### config.mk
export PLATFORM = sky130hd
export DESIGN_NAME = ctrl_sequencer
export DESIGN_NICKNAME = d
export VERILOG_FILES = /design/src/rtl/ctrl_sequencer.sv
export SDC_FILE = /design/constraint.sdc
export NUM_CORES = 1
export LEC_CHECK = 0
export CAP_MARGIN = 20
export CORE_UTILIZATION = 30
export DETAILED_ROUTE_END_ITERATION = 7
export PLACE_DENSITY = 0.78
export SYNTH_ARGS = -nofsm -noshare
export SYNTH_HDL_FRONTEND = slang
export SYNTH_SLANG_ARGS = --single-unit
### constraint.sdc
create_clock -name clk -period 4.3 [get_ports clk]
set_input_delay 0.43 -clock clk [delete_from_list [all_inputs] [get_ports clk]]
set_output_delay 0.43 -clock clk [all_outputs]
set_load 0.02 [all_outputs]
### src/rtl/ctrl_sequencer.sv
// ============================================================================
// ctrl_sequencer : hardwired fetch/decode/execute control unit for the bus datapath
// Optional memory-wait watchdog enabled by defining CTRL_WAIT_TIMEOUT_EN.
// Revision: 1.0
// ============================================================================
`default_nettype none

module ctrl_sequencer #(
  parameter logic [3:0] ALU_ADD        = 4'd0,
  parameter logic [3:0] ALU_SUB        = 4'd1,
  parameter logic [3:0] ALU_AND        = 4'd2,
  parameter logic [3:0] ALU_OR         = 4'd3,
  parameter logic [3:0] ALU_INC        = 4'd4,
  parameter int         TIMEOUT_CYCLES = 16
) (
  input  logic        clk,
  input  logic        reset,
  input  logic [31:0] ir_data,
  input  logic        mem_ready,
  output logic [15:0] gpr_in,
  output logic [15:0] gpr_out,
  output logic        hi_in,
  output logic        lo_in,
  output logic        pc_in,
  output logic        ir_in,
  output logic        z_in,
  output logic        y_in,
  output logic        mar_in,
  output logic        mdr_in,
  output logic        hi_out,
  output logic        lo_out,
  output logic        pc_out,
  output logic        z_high_out,
  output logic        z_low_out,
  output logic        mdr_out,
  output logic        inport_out,
  output logic        c_out,
  output logic        read,
  output logic [3:0]  alu_op,
  output logic        mem_rd,
  output logic        mem_wr,
  output logic        run,
  output logic        instr_done,
  output logic        illegal,
  output logic        fault
);

  typedef enum logic [2:0] {
    S_F0  = 3'd0,
    S_F1  = 3'd1,
    S_F2  = 3'd2,
    S_DEC = 3'd3,
    S_E3  = 3'd4,
    S_E4  = 3'd5,
    S_E5  = 3'd6,
    S_HLT = 3'd7
  } state_t;

  state_t     r_state;
  logic       r_f1_first;
  logic       r_illegal;

  logic [4:0] w_op;
  logic [3:0] w_ra, w_rb, w_rc;
  logic       w_is_ld, w_is_st, w_is_alu, w_is_nop, w_is_halt;
  logic       w_waiting, w_timeout;
  logic       w_unused;

  assign w_op      = ir_data[31:27];
  assign w_ra      = ir_data[26:23];
  assign w_rb      = ir_data[22:19];
  assign w_rc      = ir_data[18:15];
  assign w_is_ld   = (w_op == 5'b00000);
  assign w_is_st   = (w_op == 5'b00010);
  assign w_is_alu  = (w_op == 5'b00011) || (w_op == 5'b00100) ||
                     (w_op == 5'b00101) || (w_op == 5'b00110);
  assign w_is_nop  = (w_op == 5'b11010);
  assign w_is_halt = (w_op == 5'b11011);
  assign w_unused  = ^{ir_data[14:0], 5'(TIMEOUT_CYCLES)};

  // The only states that stall on mem_ready.
  assign w_waiting = (r_state == S_F1) ||
                     ((r_state == S_E4) && w_is_ld) ||
                     ((r_state == S_E5) && w_is_st);

  always_ff @(posedge clk) begin
    if (reset) begin
      r_state    <= S_F0;
      r_f1_first <= 1'b1;
      r_illegal  <= 1'b0;
    end else begin
      r_f1_first <= (r_state == S_F0);
      if (w_timeout) begin
        r_state <= S_HLT;
      end else begin
        case (r_state)
          S_F0:  r_state <= S_F1;
          S_F1:  if (mem_ready) r_state <= S_F2;
          S_F2:  r_state <= S_DEC;
          S_DEC: begin
            if (w_is_alu || w_is_ld || w_is_st) begin
              r_state <= S_E3;
            end else if (w_is_nop) begin
              r_state <= S_F0;
            end else begin
              r_state <= S_HLT;
              if (!w_is_halt) r_illegal <= 1'b1;
            end
          end
          S_E3:  r_state <= S_E4;
          S_E4:  if (!w_is_ld || mem_ready) r_state <= S_E5;
          S_E5:  if (!w_is_st || mem_ready) r_state <= S_F0;
          default: r_state <= S_HLT;
        endcase
      end
    end
  end

  always_comb begin
    gpr_in     = '0;
    gpr_out    = '0;
    pc_in      = 1'b0;
    ir_in      = 1'b0;
    z_in       = 1'b0;
    y_in       = 1'b0;
    mar_in     = 1'b0;
    mdr_in     = 1'b0;
    pc_out     = 1'b0;
    z_low_out  = 1'b0;
    mdr_out    = 1'b0;
    read       = 1'b0;
    alu_op     = ALU_ADD;
    mem_rd     = 1'b0;
    mem_wr     = 1'b0;
    instr_done = 1'b0;
    if (!reset) begin
      case (r_state)
        S_F0: begin
          pc_out = 1'b1;
          mar_in = 1'b1;
          alu_op = ALU_INC;
          z_in   = 1'b1;
        end
        S_F1: begin
          z_low_out = 1'b1;
          pc_in     = r_f1_first;
          mem_rd    = 1'b1;
          read      = 1'b1;
          mdr_in    = mem_ready;
        end
        S_F2: begin
          mdr_out = 1'b1;
          ir_in   = 1'b1;
        end
        S_DEC: instr_done = w_is_nop;
        S_E3: begin
          gpr_out = 16'd1 << w_rb;
          y_in    = w_is_alu;
          mar_in  = !w_is_alu;
        end
        S_E4: begin
          if (w_is_alu) begin
            gpr_out = 16'd1 << w_rc;
            z_in    = 1'b1;
            case (w_op)
              5'b00100: alu_op = ALU_SUB;
              5'b00101: alu_op = ALU_AND;
              5'b00110: alu_op = ALU_OR;
              default:  alu_op = ALU_ADD;
            endcase
          end else if (w_is_ld) begin
            mem_rd = 1'b1;
            read   = 1'b1;
            mdr_in = mem_ready;
          end else begin
            gpr_out = 16'd1 << w_ra;
            mdr_in  = 1'b1;
          end
        end
        S_E5: begin
          if (w_is_st) begin
            mem_wr     = 1'b1;
            instr_done = mem_ready;
          end else begin
            gpr_in     = 16'd1 << w_ra;
            z_low_out  = w_is_alu;
            mdr_out    = !w_is_alu;
            instr_done = 1'b1;
          end
        end
        default: ;
      endcase
    end
  end

  assign hi_in      = 1'b0;
  assign lo_in      = 1'b0;
  assign hi_out     = 1'b0;
  assign lo_out     = 1'b0;
  assign z_high_out = 1'b0;
  assign inport_out = 1'b0;
  assign c_out      = 1'b0;
  assign run        = reset || (r_state != S_HLT);
  assign illegal    = r_illegal && !reset;

`ifdef CTRL_WAIT_TIMEOUT_EN
  localparam logic [4:0] c_to_last = 5'(TIMEOUT_CYCLES - 1);

  logic [4:0] r_wcnt;
  logic       r_fault;

  // Counter is held at zero outside wait states, so every wait starts fresh.
  always_ff @(posedge clk) begin
    if (reset) begin
      r_wcnt  <= '0;
      r_fault <= 1'b0;
    end else begin
      if (!w_waiting)      r_wcnt <= '0;
      else if (!mem_ready) r_wcnt <= r_wcnt + 5'd1;
      if (w_timeout)       r_fault <= 1'b1;
    end
  end

  assign w_timeout = w_waiting && !mem_ready && (r_wcnt == c_to_last);
  assign fault     = r_fault && !reset;
`else
  assign w_timeout = 1'b0;
  assign fault     = 1'b0;
`endif

endmodule

`default_nettype wire

==> flow_summary.json <==
{
  "fmax_mhz": 291,
  "rsz0062_at_grt": "false",
  "nets": 283,
  "synth_cell_types": 45,
  "p_per_area_nw_per_um2": 141,
  "port_buffers": 69,
  "finClkSkew_ns": 0.00115,
  "p_leak_nw": 0.599,
  "gp_congestion": 0.905,
  "dieArea_um2": 4300,
  "grt_pass1_wl_um": 6590,
  "placed_area_um2": 1860,
  "timing_hold_violations_final": 0,
  "cp_num_buf_inv": 2,
  "ys.flop_type": "dfxtp_1",
  "postCtsHoldBufs": 0,
  "power.total_uw": 269,
  "post-synth-top-count-cell": "nor2_1",
  "crit_required_ns": 3.87,
  "dr.pass1.iters": 4,
  "die_w_um": 65.6,
  "drt-total-wl_um": 4160,
  "ant_nets": 0,
  "crit_slowest_cell": "clkdlybuf4s50_1",
  "vias_per_cell": 5.45,
  "grt_pass1_vias": 1425,
  "drv_cap": 0,
  "worstSetupPathType": "in -> out",
  "grt_use_total_pct": 19.0,
  "dpl.hpwl_um": 3240,
  "worstHoldPathType": "reg -> reg",
  "clock_latency_ns": 0.22,
  "clock_path_buffers": 2,
  "status": "finished, final reports clean",
  "drv_slew": 0,
  "slew_headroom_pct": 54.6,
  "finalCritPeriodShare_pct": 80.0,
  "initial_utilization_pct": 32.2,
  "peakVddDrop_uv": 70.6,
  "area_growth_pct": 57.3,
  "post-route-drc-count": 0,
  "synth.area.top_cells": "o221ai_1, dfxtp_1, nor2_1",
  "clockRootBuffer": "clkbuf_8",
  "startpoint_type": "input pin",
  "clock-sinks": 5,
  "yosys.area.top_type": "o221ai_1",
  "htree_levels": 1,
  "utilization_pct": 50.6,
  "cts_tree": "yes",
  "cp.arrival_ns": 3.01,
  "max_slew.worst_pin.slew_ns": 0.680,
  "synth_seq_cells": 5,
  "cts_made_buffers": 3,
  "period_minus_slack_ns": 3.44,
  "antenna_found_initial": 0,
  "layout.cells.non_filler": 295,
  "placed_cells": 291,
  "final_area_um2": 1910,
  "seq_area_frac_synth_pct": 8.25,
  "rows": 22,
  "reg2reg_slack_ns": 2.72,
  "drt_iter0_drc": 94,
  "cpPeakStageDelay_ns": 0.67,
  "synthArstFlopShare_pct": 0,
  "cp_top_family": "buffers and inverters",
  "fp.dieH_um": 65.6,
  "timing.critical_path.mode_cell": "clkdlybuf4s50_1",
  "wire_per_inst_um": 14.1,
  "clk_pin_slew_ns": 0.03,
  "ctsResizeCount": 0,
  "grt_max_degree": 25,
  "num_antenna_cells": 0,
  "grt-ovfl-total": 0,
  "setup_tns_ns": 0,
  "coreArea_um2": 3770,
  "cp_max_fo": 8,
  "cts_setup_buffers": 0,
  "yosys.area.top_type_share_pct": 10.1,
  "synth_area_per_cell_um2": 6.49,
  "crit_chain": "clkdlybuf4s50_1 > and4bb_1 > nand2_2 > or4_4 > o221ai_1 > clkdlybuf4s50_1",
  "syn_area_um2": 1210,
  "synth_cells": 187,
  "io_pins": 94,
  "ys_warn_count": 0,
  "setup_violations": 0,
  "synth_edf_count": 0,
  "vias": 1609,
  "layout-drive-gt1-share_pct": 5.67,
  "cp-end-kind": "output port",
  "yosys-top-cells-count": "nor2_1, nand2_1, o221ai_1"
}
[worst min-delay path: stages, from the launching register on]
cell and delay [ns]:
dfxtp_1 0.30, inv_1 0.07, a211oi_1 0.06
[logic make-up after synthesis]
kind of cell,after synthesis,share of synthesized area [%]
AO/OA/AOI/OAI,48,29.7
multiplexers,1,0.825
AND/OR/NAND/NOR,101,45.6
other,1,0.309
buffers and inverters,28,13.2
XOR/XNOR,3,2.17
flip-flops,5,8.25
[layer usage]
layer / part of all wire [%] / vias to the layer above / track usage [%] / wire (um)
met4: 1.1 / 0 / 5.43 / 44
met5: 0 / - / 0 / 0
met2: 46 / 73 / 32.1 / 1920
met3: 5.9 / 4 / 1.39 / 247
li1: - / 813 / - / -
met1: 47 / 719 / 25.6 / 1940
[metrics by stage]
| step | setup WS, ns | hold slack [ns] |
|---|---|---|
| after floorplan | 1.68 | 0.455 |
| after global placement | 0.905 | 0.469 |
| after detailed placement | 0.899 | 0.483 |
| after CTS | 0.875 | 0.486 |
| after global routing | 0.728 | 0.542 |
| final | 0.860 | 0.488 |
[final timing paths]
kind	from	to	cells after the start
setup reg to reg	r_state[0]$_SDFFE_PP0P_	r_state[0]$_SDFFE_PP0P_	3
hold / removal	r_illegal$_SDFFE_PP0P_	r_illegal$_SDFFE_PP0P_	2
hold reg to reg	r_illegal$_SDFFE_PP0P_	r_illegal$_SDFFE_PP0P_	2
setup / recovery	reset	gpr_out[0]	6
[layout by cell type (no fill, tap or decap), drive strengths merged, types with 2 or more instances in the layout]
| cell | count |
|---|---|
| a211oi | 6 |
| clkbuf | 4 |
| o221ai | 14 |
| nor3b | 2 |
| conb | 9 |
| nand4 | 2 |
| or4 | 2 |
| nor2b | 6 |
| or2 | 6 |
| a221oi | 2 |
| nand2 | 17 |
| nor3 | 11 |
| xnor2 | 3 |
| o211ai | 5 |
| nor2 | 26 |
| a21oi | 6 |
| clkdlybuf4s50 | 69 |
| nand3b | 2 |
| nand3 | 7 |
| inv | 6 |
| nand4b | 4 |
| o21ai | 5 |
| nor4 | 2 |
| o2111ai | 3 |
| nand2b | 8 |
| or3 | 2 |
| dfxtp | 5 |
[cell type report]
cell class / instances / area, um2
timing repair buffer: 70 / 698
multi-input combinational: 162 / 983
clock buffer: 4 / 45.0
tap: 48 / 60.1
fill: 388 / 1860
sequential: 5 / 100
inverter: 6 / 22.5
[sequential cells by signal, indices dropped and copies added (netlist names)]
signal,flops
r_f1_first,1
r_illegal,1
r_state,3
[power breakdown]
group / leakage, nW / switching [mW] / internal, mW
clock network: 0.0228 / 0.0210 / 0.0635
logic: 0.535 / 0.0683 / 0.0534
registers: 0.0412 / 0.0125 / 0.0506
total: 0.599 / 0.102 / 0.167
Note: power is estimated with default switching activity, not from simulation.
